<file path="config.mk">
export PLATFORM = sky130hd
export DESIGN_NAME = mem_access_wb
export DESIGN_NICKNAME = d
export VERILOG_FILES = /design/src/rtl/cpu_pkg.sv /design/src/rtl/load_align.sv /design/src/rtl/mem_access_wb.sv
export SDC_FILE = /design/constraint.sdc
export NUM_CORES = 1
export LEC_CHECK = 0
export ABC_CLOCK_PERIOD_IN_PS = 5400
export BUFFER_PORTS_ARGS = -buffer_cell sky130_fd_sc_hd__buf_2
export CORE_MARGIN = 2
export CORE_UTILIZATION = 50
export DETAILED_ROUTE_END_ITERATION = 7
export PLACE_DENSITY = 0.8
export SETUP_SLACK_MARGIN = 0.02
export SLEW_MARGIN = 20
export SYNTH_ARGS = -nofsm -noshare
export SYNTH_HDL_FRONTEND = slang
export SYNTH_SLANG_ARGS = --single-unit
</file>
<file path="constraint.sdc">
create_clock -name clk_i -period 5.4 [get_ports clk_i]
set_input_delay 0.27 -clock clk_i [delete_from_list [all_inputs] [get_ports clk_i]]
set_output_delay 0.27 -clock clk_i [all_outputs]
set_load 0.03 [all_outputs]
</file>
<file path="src/rtl/cpu_pkg.sv">
// Shared encodings for the MEM/WB slice: write-back select, access size,
// exception codes and the MEM-stage FSM state.
package cpu_pkg;

  localparam logic [1:0] WDIN_ALU  = 2'b00;
  localparam logic [1:0] WDIN_LOAD = 2'b01;
  localparam logic [1:0] WDIN_PC4  = 2'b10;
  localparam logic [1:0] WDIN_EXT  = 2'b11;

  localparam logic [2:0] SZ_W  = 3'b000;
  localparam logic [2:0] SZ_BS = 3'b001;
  localparam logic [2:0] SZ_BU = 3'b010;
  localparam logic [2:0] SZ_HS = 3'b011;
  localparam logic [2:0] SZ_HU = 3'b100;

  localparam logic [1:0] EXC_NONE  = 2'b00;
  localparam logic [1:0] EXC_ALIGN = 2'b01;
  localparam logic [1:0] EXC_BUS   = 2'b10;

  typedef enum logic [1:0] {
    ST_IDLE = 2'd0,
    ST_REQ  = 2'd1,
    ST_DONE = 2'd2
  } mem_state_t;

endpackage

</file>
<file path="src/rtl/load_align.sv">
// Load formatter: picks the addressed byte/half lane from a read word and extends it.
// Purely combinational, zero latency, no flow control.
module load_align
  import cpu_pkg::*;
(
  input  logic [31:0] i_rdata,
  input  logic [1:0]  i_addr,
  input  logic [2:0]  i_size,
  output logic [31:0] o_data
);

  logic [7:0]  w_byte;
  logic [15:0] w_half;

  always_comb begin
    w_byte = i_rdata[7:0];
    case (i_addr)
      2'd1:    w_byte = i_rdata[15:8];
      2'd2:    w_byte = i_rdata[23:16];
      2'd3:    w_byte = i_rdata[31:24];
      default: w_byte = i_rdata[7:0];
    endcase
    w_half = i_addr[1] ? i_rdata[31:16] : i_rdata[15:0];
  end

  always_comb begin
    o_data = i_rdata;
    case (i_size)
      SZ_BS:   o_data = {{24{w_byte[7]}}, w_byte};
      SZ_BU:   o_data = {24'd0, w_byte};
      SZ_HS:   o_data = {{16{w_half[15]}}, w_half};
      SZ_HU:   o_data = {16'd0, w_half};
      default: o_data = i_rdata;
    endcase
  end

endmodule

</file>
<file path="src/rtl/mem_access_wb.sv">
// MEM stage + MEM/WB register: issues loads/stores on a req/ack bus, stalls upstream
// until ack or timeout (minimum 2 stall cycles), then registers the write-back result.
module mem_access_wb
  import cpu_pkg::*;
#(
  parameter int unsigned TIMEOUT_CYC = 16
) (
  input  logic        clk_i,
  input  logic        rst_n_i,
  input  logic [31:0] mem_aluc,
  input  logic [31:0] mem_rd2,
  input  logic [31:0] mem_pc4,
  input  logic [31:0] mem_ext,
  input  logic        mem_dram_we,
  input  logic [1:0]  mem_wdin_sel,
  input  logic        mem_rf_we,
  input  logic [2:0]  mem_wd_sel,
  input  logic        mem_have_inst,
  input  logic [4:0]  mem_wr,
  input  logic [31:0] mem_pc,
  output logic        dm_req_o,
  output logic        dm_we_o,
  output logic [31:0] dm_addr_o,
  output logic [3:0]  dm_be_o,
  output logic [31:0] dm_wdata_o,
  input  logic        dm_ack_i,
  input  logic [31:0] dm_rdata_i,
  output logic        stall_o,
  output logic [31:0] wb_wd,
  output logic [4:0]  wb_wr,
  output logic        wb_rf_we,
  output logic        wb_have_inst,
  output logic [31:0] wb_pc,
  output logic [1:0]  wb_exc
);

  localparam logic [7:0] CNT_LAST = 8'(TIMEOUT_CYC - 1);

  mem_state_t  r_state;
  logic [7:0]  r_cnt;
  logic        r_err;
  logic [31:0] r_rdata;
  logic        r_req;
  logic        r_we;
  logic [31:0] r_addr;
  logic [3:0]  r_be;
  logic [31:0] r_wdata;

  logic        w_acc, w_is_byte, w_is_half, w_mis_addr, w_mis, w_go, w_err;
  logic [3:0]  w_be;
  logic [31:0] w_wdata, w_load, w_wd;
  logic [1:0]  w_exc;

  assign w_acc      = mem_have_inst & (mem_dram_we | (mem_wdin_sel == WDIN_LOAD));
  assign w_is_byte  = (mem_wd_sel == SZ_BS) | (mem_wd_sel == SZ_BU);
  assign w_is_half  = (mem_wd_sel == SZ_HS) | (mem_wd_sel == SZ_HU);
  assign w_mis_addr = w_is_half ? mem_aluc[0] : (~w_is_byte & (mem_aluc[1:0] != 2'b00));
  assign w_mis      = w_acc & w_mis_addr;
  assign w_go       = w_acc & ~w_mis_addr;
  assign stall_o    = w_go & (r_state != ST_DONE);
  // r_err is only meaningful for the instruction completing in DONE
  assign w_err      = (r_state == ST_DONE) & r_err;

  always_comb begin
    if (w_is_byte) begin
      w_be    = 4'b0001 << mem_aluc[1:0];
      w_wdata = {4{mem_rd2[7:0]}};
    end else if (w_is_half) begin
      w_be    = mem_aluc[1] ? 4'b1100 : 4'b0011;
      w_wdata = {2{mem_rd2[15:0]}};
    end else begin
      w_be    = 4'b1111;
      w_wdata = mem_rd2;
    end
  end

  always_ff @(posedge clk_i or negedge rst_n_i) begin
    if (!rst_n_i) begin
      r_state <= ST_IDLE;
      r_cnt   <= 8'd0;
      r_err   <= 1'b0;
      r_rdata <= 32'd0;
      r_req   <= 1'b0;
      r_we    <= 1'b0;
      r_addr  <= 32'd0;
      r_be    <= 4'd0;
      r_wdata <= 32'd0;
    end else begin
      case (r_state)
        ST_IDLE: begin
          if (w_go) begin
            r_state <= ST_REQ;
            r_cnt   <= 8'd0;
            r_req   <= 1'b1;
            r_we    <= mem_dram_we;
            r_addr  <= {mem_aluc[31:2], 2'b00};
            r_be    <= w_be;
            r_wdata <= w_wdata;
          end
        end
        ST_REQ: begin
          if (dm_ack_i || (r_cnt == CNT_LAST)) begin
            r_state <= ST_DONE;
            r_err   <= ~dm_ack_i;
            r_rdata <= dm_ack_i ? dm_rdata_i : 32'd0;
            r_req   <= 1'b0;
            r_we    <= 1'b0;
            r_addr  <= 32'd0;
            r_be    <= 4'd0;
            r_wdata <= 32'd0;
          end else begin
            r_cnt <= r_cnt + 8'd1;
          end
        end
        ST_DONE: r_state <= ST_IDLE;
        default: r_state <= ST_IDLE;
      endcase
    end
  end

  assign dm_req_o   = r_req;
  assign dm_we_o    = r_we;
  assign dm_addr_o  = r_addr;
  assign dm_be_o    = r_be;
  assign dm_wdata_o = r_wdata;

  load_align u_load_align (
    .i_rdata (r_rdata),
    .i_addr  (mem_aluc[1:0]),
    .i_size  (mem_wd_sel),
    .o_data  (w_load)
  );

  always_comb begin
    case (mem_wdin_sel)
      WDIN_LOAD: w_wd = w_load;
      WDIN_PC4:  w_wd = mem_pc4;
      WDIN_EXT:  w_wd = mem_ext;
      default:   w_wd = mem_aluc;
    endcase
  end

  assign w_exc = w_mis ? EXC_ALIGN : (w_err ? EXC_BUS : EXC_NONE);

  always_ff @(posedge clk_i or negedge rst_n_i) begin
    if (!rst_n_i) begin
      wb_wd        <= 32'd0;
      wb_wr        <= 5'd0;
      wb_rf_we     <= 1'b0;
      wb_have_inst <= 1'b0;
      wb_pc        <= 32'd0;
      wb_exc       <= EXC_NONE;
    end else if (stall_o) begin
      wb_have_inst <= 1'b0;
      wb_rf_we     <= 1'b0;
      wb_exc       <= EXC_NONE;
    end else begin
      wb_wd        <= w_wd;
      wb_wr        <= mem_wr;
      wb_rf_we     <= mem_rf_we & ~w_mis & ~w_err;
      wb_have_inst <= mem_have_inst;
      wb_pc        <= mem_pc;
      wb_exc       <= w_exc;
    end
  end

endmodule

</file>
==> summary.txt <==
Synth
  • Post-Syn Area per Cell: 9.680 um^2
  • Synth warn: 0
  • Main synth FF type: dfrtp_1
  • Post-Synthesis Cells: 915
  • Seq/Total Area, Yosys: 0.5198
  • Cell Area, Synth: 0.008857 mm^2
  • Number of synthesized flops with an enable pin: 0
  • Synth cell types: 63
  • Yosys reg bits: 184
  • Async S/R FF share, synth: 1.000

Global routing
  • Grt ovf: 0
  • GR Util All Layers: 0.2897
  • Largest net degree at the start of global routing: 94
  • Initial antenna violation count: 1
  • Via count of the first global-routing pass: 7600
  • First-pass GRT wire length: 41.61 mm

CTS
  • CTS Buf Count: 17
  • Max clock buf depth: 2
  • H-tree levels: 4
  • Latest clock arrival within the worst-skew pair: 0.43 ns
  • Setup Fix Bufs, Post-CTS: 0
  • Post_cts resized: 0
  • Clock sink total: 184
  • CTS tree: yes
  • CTS clk-pin slew, worst paths: 0.06 ns
  • Root Driver: clkbuf_16

Worst setup path
  • CP peak stage delay: 0.76 ns
  • CP Data Required Time: 5.13 ns
  • CP max-delay cell: inv_2
  • Worst-path fanout max: 93
  • Critical Path Source: mem_wdin_sel[1]
  • Reg-to-Reg End: dm_wdata_o[25]$_DFFE_PN0P_
  • Crit path cell chain: buf_2 > nor2b_1 > o21ai_0 > or3_4 > inv_2 > buf_2
  • Worst r2r src: r_cnt[0]$_DFFE_PN0P_
  • WP data arrival: 3.08 ns
  • CP delay by family, top: simple AND/OR/NAND/NOR gates
  • Endpoint kind of the worst setup timing path: output port
  • Levels on crit path: 6
  • Setup slack, reg-to-reg: 2.13 ns
  • R2R depth: 8
  • Worst Setup EP: stall_o
  • Worst path most repeated cell: buf_2
  • CP bufs+invs: 3
  • CP startpoint kind: primary input
  • WS Path Type: in -> out

Floorplanning
  • Die ar.: 0.01880 mm^2
  • Boundary pin count: 352
  • Rows: 48
  • Core area: 0.01730 mm^2
  • Die H: 137.1 um
  • Starting Density: 0.5121
  • Die span in x: 137.1 um

Detailed routing
  • Routed len/inst: 19.16 um
  • Vias per inst: 5.771
  • Initial DRT Pass Iterations: 5
  • Iteration-0 DRC Markers: 585
  • Detail Route Antenna Nets: 0
  • Vias: 8437
  • Final WL: 28.02 mm
  • Drc violations: 0

Power
  • Maximum VDD drop: 0.0002503 V
  • Leakage: 5.774 nW
  • Power per Cell Area: 417.7 mW/mm^2

Timing
  • Fin. max-slew vios: 0
  • # setup viols final: 0
  • Slew Limit Headroom: 0.3035
  • Final Hold Viols: 0
  • Worst setup margin: 2.049 ns
  • Post-layout min period: 3.351 ns
  • Clock Skews: 0.008508 ns
  • Worst Max-Slew Pin Slew: 1.040 ns
  • RSZ-0062 raised after global routing: no
  • Setup TNS: 0 ns
  • Tcrit/Tclk final: 0.6205
  • Fmax: 298.5 MHz

Placement
  • Port bufs: 349
  • Place WS: 1.877 ns
  • Hpwl dp: 20.58 mm
  • GP Congestion: 0.8871

Run
  • # Max-Cap Violations: 0

Final layout
  • Area grow syn2layout: 27.00%
  • Most frequent cells in the layout: buf_2, dfrtp_1, nand2_1, nor2_1, o21ai_0
  • Nets: 1431
  • Ratio of cells with drive above 1 in the final layout: 0.3441
  • Most common cell after layout, fill and taps aside: buf_2

Hold path
  • Hold Crit Class: in -> reg

Outcome
  • Status: finished, final reports clean
power by group:
group | total, mW | switching, mW | internal [mW]
sequential | 1.95 | 0.249 | 1.70
combinational | 1.47 | 0.974 | 0.499
clock | 1.28 | 0.555 | 0.724
total | 4.70 | 1.78 | 2.92
worst min-delay path by stage:
stage | from | endpoint | slack (ns) | cells past startpoint
2_1_floorplan | rst_n_i | dm_addr_o[10]$_DFFE_PN0P_ | -0.03 | 0
3_3_place_gp | rst_n_i | wb_pc[29]$_DFFE_PN0N_ | 0.19 | 1
3_5_place_dp | rst_n_i | wb_pc[29]$_DFFE_PN0N_ | 0.19 | 1
4_1_cts | mem_pc[2] | wb_pc[2]$_DFFE_PN0N_ | 0.03 | 3
5_1_grt | mem_pc[2] | wb_pc[2]$_DFFE_PN0N_ | 0.04 | 3
6_report | mem_pc[2] | wb_pc[2]$_DFFE_PN0N_ | 0.04 | 3
routing by layer:
layer  share of wire  track usage  vias to the layer above  wire (um)
li1                -            -                     3870          -
met1            0.40       0.3787                     4050      11280
met2            0.47       0.4544                      436      13090
met3           0.084      0.06667                       79       2355
met4           0.045       0.1426                        2       1270
met5         0.00050            0                        -         14
registers in the layout, summed over array words and instances (netlist names):
register / flops
wb_have_inst: 1
wb_wd: 32
r_cnt: 8
dm_wdata_o: 32
r_rdata: 32
wb_exc: 2
dm_be_o: 4
dm_addr_o: 30
dm_we_o: 1
wb_wr: 5
dm_req_o: 1
r_err: 1
r_state: 2
wb_pc: 32
wb_rf_we: 1
worst register-to-register path, stage by stage (launching register included):
cell	delay, ns
dfrtp_1	0.43
ha_1	0.25
a41oi_1	0.33
nand2b_2	0.56
inv_2	0.19
nor2_4	0.66
buf_4	0.50
nand2_1	0.12
o31ai_1	0.10
final cells by class:
class                   instances  area (um^2)
repair buffers                358         1829
clock inverters                12        155.1
fillers                      1450         6048
inverters                      16        60.06
flip-flops and latches        184         4604
multi-input cells             645         3856
clock buffers                  20        456.7
well taps                     225        281.5
diodes                          2        5.005
synthesized netlist by cell type (2+ instances only):
master | instances | area [um^2]
a211oi_1 | 10 | 75.07
a21oi_1 | 58 | 290.3
a221o_1 | 8 | 80.08
a221oi_1 | 4 | 35.03
a22o_1 | 65 | 569.3
a31oi_1 | 18 | 112.6
and2_1 | 6 | 37.54
buf_1 | 5 | 18.77
buf_2 | 36 | 180.2
buf_4 | 8 | 60.06
buf_6 | 4 | 45.04
clkbuf_1 | 18 | 67.56
dfrtp_1 | 184 | 4604
inv_1 | 12 | 45.04
inv_2 | 4 | 15.01
mux2_2 | 4 | 45.04
mux2i_1 | 43 | 430.4
nand2_1 | 170 | 638.1
nand2b_1 | 6 | 37.54
nand3_1 | 14 | 70.07
nand4_1 | 3 | 18.77
nor2_1 | 74 | 277.8
nor2_2 | 2 | 12.51
nor2b_1 | 7 | 43.79
nor3_1 | 2 | 10.01
o2111ai_1 | 2 | 17.52
o211ai_1 | 3 | 22.52
o21a_1 | 2 | 15.01
o21ai_0 | 69 | 345.3
o21ai_2 | 8 | 70.07
o22a_1 | 2 | 17.52
o22ai_1 | 12 | 75.07
o31ai_1 | 8 | 60.06
o41ai_1 | 3 | 26.28
or2_2 | 3 | 18.77
or3_1 | 4 | 25.02
or4_1 | 3 | 22.52
xnor2_1 | 5 | 43.79
xor2_1 | 2 | 17.52
repair_timing:
item / CTS / global route
endpoints found under the hold margin: 38 / 0
hold buffers: 1 / 0
endpoints found under the setup margin: 0 / 0
logic make-up after synthesis:
family | share of synthesized area
compound gates | 0.2181
xor+xnor | 0.006922
fa+ha+maj | 0.001412
buf+inv | 0.04873
flops | 0.5198
mux | 0.05368
other cells | 0.0004234
simple gates | 0.1509
per-stage QoR:
stage / std cells / power, mW / util / area, um^2 / hold slack, ns
after floorplan: 916 / 2.873 / - / 8861 / -0.02559
after global placement: 1427 / 3.393 / 0.6136 / 10610 / 0.1944
after detailed placement: 1427 / 3.425 / 0.6136 / 10610 / 0.1943
after CTS: 1460 / 4.705 / 0.6495 / 11230 / 0.02910
after global routing: 1460 / 4.908 / 0.6500 / 11240 / 0.03626
final: 1462 / 4.698 / 0.6503 / 11250 / 0.03807
Power figures use the tool's default switching activity.
